$ cat config.mk
export PLATFORM = sky130hd
export DESIGN_NAME = fastdac_ram_player
export DESIGN_NICKNAME = d
export VERILOG_FILES = /design/src/rtl/fastdac_ram_player.sv
export SDC_FILE = /design/constraint.sdc
export NUM_CORES = 1
export LEC_CHECK = 0
export CAP_MARGIN = 5
export CORE_ASPECT_RATIO = 0.5
export CORE_MARGIN = 8
export CORE_UTILIZATION = 55
export CTS_CLUSTER_DIAMETER = 50
export CTS_CLUSTER_SIZE = 8
export DETAILED_ROUTE_END_ITERATION = 16
export DONT_BUFFER_PORTS = 1
export GPL_TIMING_DRIVEN = 0
export PLACE_DENSITY = 0.7
export SYNTH_ARGS = -nofsm -noshare
export SYNTH_HDL_FRONTEND = slang
export SYNTH_SLANG_ARGS = --single-unit
$ cat constraint.sdc
create_clock -name clk -period 2.43 [get_ports clk]
set_clock_uncertainty 0.2 [all_clocks]
set_input_delay 0.243 -clock clk [delete_from_list [all_inputs] [get_ports clk]]
set_output_delay 0.243 -clock clk [all_outputs]
set_load 0.005 [all_outputs]
$ cat src/rtl/fastdac_ram_player.sv
// rtl/fastdac_ram_player.sv - read-side sequencer streaming waveform RAM words to the DAC serializer
// Optional underrun counter output enabled by defining FASTDAC_UNDERRUN_CNT_EN.
module fastdac_ram_player #(
  parameter int WIDTHB     = 16,
  parameter int ADDRWIDTHB = 8
) (
  input  logic                  clk,
  input  logic                  rstn,
  input  logic                  start,
  input  logic                  stop,
  input  logic                  cont,
  input  logic [ADDRWIDTHB-1:0] start_addr,
  input  logic [ADDRWIDTHB-1:0] len_m1,
  output logic                  ram_en,
  output logic [ADDRWIDTHB-1:0] ram_addr,
  input  logic [WIDTHB-1:0]     ram_dout,
  output logic [WIDTHB-1:0]     m_tdata,
  output logic                  m_tvalid,
  input  logic                  m_tready,
  output logic                  busy,
  output logic                  done
`ifdef FASTDAC_UNDERRUN_CNT_EN
  ,
  output logic [15:0]           underrun_cnt
`endif
);

  typedef enum logic [1:0] {S_IDLE, S_RUN, S_DRAIN, S_DONE} state_t;

  state_t                r_state, w_next;
  logic                  r_cont;
  logic [ADDRWIDTHB-1:0] r_start_addr, r_len_m1, r_addr, r_k;
  logic                  r_inflight;
  logic [WIDTHB-1:0]     r_mem [2];
  logic                  r_rd_ptr, r_wr_ptr;
  logic [1:0]            r_count;
  logic                  w_pop, w_start_ok, w_last;

  assign w_pop      = m_tvalid & m_tready;
  assign w_start_ok = (r_state == S_IDLE) & start;
  assign w_last     = (r_k == r_len_m1);
  assign m_tvalid   = (r_count != 2'd0);
  assign m_tdata    = r_mem[r_rd_ptr];
  assign ram_addr   = r_addr;
  assign busy       = (r_state == S_RUN) | (r_state == S_DRAIN);
  assign done       = (r_state == S_DONE);

  // Issue only if the word will still have a FIFO slot after this cycle's pop.
  assign ram_en = (r_state == S_RUN) &&
                  (({1'b0, r_count} + {2'b00, r_inflight}) < (3'd2 + {2'b00, w_pop}));

  always_comb begin
    w_next = r_state;
    case (r_state)
      S_IDLE:  if (start) w_next = S_RUN;
      S_RUN:   if (stop || (ram_en && w_last && !r_cont)) w_next = S_DRAIN;
      S_DRAIN: if (!r_inflight && ((r_count == 2'd0) || ((r_count == 2'd1) && w_pop)))
                 w_next = S_DONE;
      S_DONE:  w_next = S_IDLE;
      default: w_next = S_IDLE;
    endcase
  end

  always_ff @(posedge clk or negedge rstn) begin
    if (!rstn) begin
      r_state      <= S_IDLE;
      r_cont       <= 1'b0;
      r_start_addr <= '0;
      r_len_m1     <= '0;
      r_addr       <= '0;
      r_k          <= '0;
      r_inflight   <= 1'b0;
    end else begin
      r_state    <= w_next;
      r_inflight <= ram_en;
      if (w_start_ok) begin
        r_cont       <= cont;
        r_start_addr <= start_addr;
        r_len_m1     <= len_m1;
        r_addr       <= start_addr;
        r_k          <= '0;
      end else if (ram_en) begin
        if (w_last && r_cont) begin
          r_addr <= r_start_addr;
          r_k    <= '0;
        end else begin
          r_addr <= r_addr + ADDRWIDTHB'(1);
          r_k    <= r_k + ADDRWIDTHB'(1);
        end
      end
    end
  end

  always_ff @(posedge clk or negedge rstn) begin
    if (!rstn) begin
      r_mem[0] <= '0;
      r_mem[1] <= '0;
      r_rd_ptr <= 1'b0;
      r_wr_ptr <= 1'b0;
      r_count  <= 2'd0;
    end else begin
      if (r_inflight) begin
        r_mem[r_wr_ptr] <= ram_dout;
        r_wr_ptr        <= ~r_wr_ptr;
      end
      if (w_pop) r_rd_ptr <= ~r_rd_ptr;
      r_count <= r_count + {1'b0, r_inflight} - {1'b0, w_pop};
    end
  end

`ifdef FASTDAC_UNDERRUN_CNT_EN
  logic [1:0] r_warm;

  // The first two busy cycles are pipeline fill, not starvation.
  always_ff @(posedge clk or negedge rstn) begin
    if (!rstn) begin
      r_warm       <= 2'd0;
      underrun_cnt <= 16'd0;
    end else if (w_start_ok) begin
      r_warm       <= 2'd0;
      underrun_cnt <= 16'd0;
    end else if (busy) begin
      if (r_warm != 2'd2)
        r_warm <= r_warm + 2'd1;
      else if (m_tready && !m_tvalid && (underrun_cnt != 16'hFFFF))
        underrun_cnt <= underrun_cnt + 16'd1;
    end
  end
`endif

endmodule

==> reports/metrics.cfg <==
[grt]
grt_use_met1=0.221
grt_pass1_vias=2841
grtUsageMet2=0.337
grt_max_degree=73
grt_util_met3=0.0635
grt-ovfl-total=0
grt_usage=0.196
antenna_found_initial=0
grt_most_used_layer=met2
grt_pass1_wl_um=14300

[worst_setup_path]
worst_setup_path_end_kind=flip-flop
rr_worst_depth=7
arrival_ns=2.34
reg2reg_slack_ns=0.08
cp-start-kind=flip-flop
crit_required_ns=2.43
crit_fanout=10
crit_type=flip-flop to flip-flop

[cells_and_area]
final_cell_mix=dfrtp_1 (72), nand2_1 (51), mux2_2 (49)
final_layout_size_suffix_gt1_frac=0.229
fin_area_um2=4420
area_delta_synth_final_pct=22.6
nNetsFinal=420
antenna_cells=0
final_common_cell=dfrtp_1
nFillCells=450

[floorplan]
die_w_um=131
row_count=20
design.die.area_um2=9570
initial_utilization=0.581
core_um2=6210
die_h_um=73.3
ios=66

[sta]
setup-violations-final=0
fmax_mhz=426
holdWs_ns=0.0105
worst_pin_slew_ns=0.638
rsz0062_at_grt=true
fin_tns_setup_ns=0
period_minus_slack_ns=2.35
slew_violations=0
period_share=0.965
fin_ws_ns=0.0842
hold_viol=0
relSlewSlack=0.575

[clock_network]
path_clk_slew_ns=0.06
clockBufferDepth=2
root_buffer=clkbuf_16
clk_latency_ns=0.33
cts_made_buffers=9
cts_max_level=3
clock_sinks=72
cts_tree=yes

[placement]
dpl-instance-area_um2=3720
place.gp.congestion=0.801
place_worst_setup_slack_ns=-0.291
io_buffers=0
dp_hpwl_um=5650

[outcome]
status=finished clean

[detailed_routing]
vias=2718
dr.pass1.iters=4
ant_nets=0
route.detailed.drc=0
drtIter0Drc=183
routedWlPerCell_um=19.4
routed_wl_um=9010
viasPerCell=5.86

[synthesis]
netlist_area_um2=3610
synth-seq-cells=72
synth_warnings=0
syn_area_per_cell_um2=11.1
synth_nets=374
ys.flop_type=dfrtp_1
async_flop_share=1.00
synth_cell_type_count=48
synthCells=325
synth-edff-count=0
ys_seq_area_frac=0.499

[worst_hold_path]
whs_path_depth=3
hp-class=input pin to flip-flop

[power]
vdd_ir_drop_max_v=0.000903
power.density_nw_per_um2=1370
leakagePower_nw=1.98

[run]
max_cap_violations=0

==> final timing paths <==
kind	startpoint	endpoint
worst max-delay path	r_state[0]	ram_addr[2]
worst min-delay path	stop	r_state[1]
worst max register to register	r_state[0]	ram_addr[2]
worst min register to register	r_start_addr[2]	r_start_addr[2]
max in group asynchronous	rstn	r_mem[2]
min in group asynchronous	rstn	r_k[5]
==> report_power, final <==
part           switching [W]  leakage (nW)  internal (W)
logic                0.00130         0.968       0.00118
registers           0.000471         0.867       0.00178
clock network       0.000516         0.145      0.000825
total                0.00228          1.98       0.00379
==> sequential cells by signal, indices dropped and copies added (netlist names) <==
| name | count |
|---|---|
| r_rd_ptr | 1 |
| r_inflight | 1 |
| r_wr_ptr | 1 |
| r_state | 2 |
| r_start_addr | 8 |
| r_mem | 32 |
| ram_addr | 8 |
| r_k | 8 |
| r_count | 2 |
| r_len_m1 | 8 |
| r_cont | 1 |
==> per-stage QoR <==
stage,std cells,util,power [W]
finish,464,0.713,0.00607
global route,464,0.713,0.00647
CTS,463,0.709,0.00601
detailed placement,413,0.599,0.00453
global placement,413,0.599,0.00436
floorplan,325,-,0.00394
==> layer usage <==
metal / share of wire / routed length (um) / vias up
met2: 0.50 / 4530 / 88
met4: 0.023 / 206 / 0
met1: 0.42 / 3780 / 1361
met3: 0.055 / 494 / 20
li1: - / - / 1249
met5: 0 / 0 / -
==> worst max-delay path, stage by stage, from the launching register on <==
cell and delay [ns]:
dfrtp_1 0.44, inv_1 0.13, ha_1 0.25, and2_2 0.34, nor2_1 0.09, a22o_1 0.22, a2111oi_1 0.45, a211oi_1 0.10
==> cells by family after synthesis <==
family / share of synthesized area
AOI/OAI and AO/OA: 0.0936
xor gates and xnor gates: 0.0406
adders and majority gates: 0.0381
buffers and inverters: 0.0212
DFF: 0.499
muxes: 0.167
and+or+nand+nor: 0.140
==> timing repair <==
action,CTS,global route
resized for setup,5,8
setup buffers,0,1
hold endpoints to repair,125,0
pin swaps,0,1
hold buffers,35,0
setup endpoints to repair,20,21
==> cell type report <==
class | count | area [um^2] | share of cell area
Clock buffer | 10 | 239 | 0.0540
Buffer | 10 | 48.8 | 0.0110
Multi-Input combinational cell | 235 | 1760 | 0.397
Sequential cell | 72 | 1800 | 0.407
Inverter | 7 | 26.3 | 0.00594
Clock inverter | 6 | 67.6 | 0.0153
Timing Repair Buffer | 36 | 375 | 0.0848
Tap cell | 88 | 110 | 0.0249
==> Yosys cell counts, types with 2 or more instances <==
library cell | count | share of area
clkbuf_1 | 9 | 0.0094
xnor2_1 | 12 | 0.029
and3_1 | 5 | 0.0087
a21oi_1 | 4 | 0.0055
nand2_1 | 53 | 0.055
ha_1 | 11 | 0.038
a221o_1 | 2 | 0.0055
or2_2 | 2 | 0.0035
inv_1 | 7 | 0.0073
o21ai_0 | 13 | 0.018
o21ai_1 | 3 | 0.0042
a31oi_1 | 4 | 0.0069
mux2_2 | 49 | 0.15
nand3_1 | 7 | 0.0097
mux2i_1 | 5 | 0.014
a211o_1 | 2 | 0.0049
a22o_1 | 5 | 0.012
a21o_1 | 3 | 0.0062
nor2_1 | 12 | 0.012
nand4_1 | 3 | 0.0052
nor3_1 | 4 | 0.0055
dfrtp_1 | 72 | 0.50
xnor2_2 | 2 | 0.0090
nor2b_1 | 8 | 0.014
o31ai_1 | 4 | 0.0083
o311ai_0 | 2 | 0.0049
Note: power is estimated with default switching activity, not from simulation.
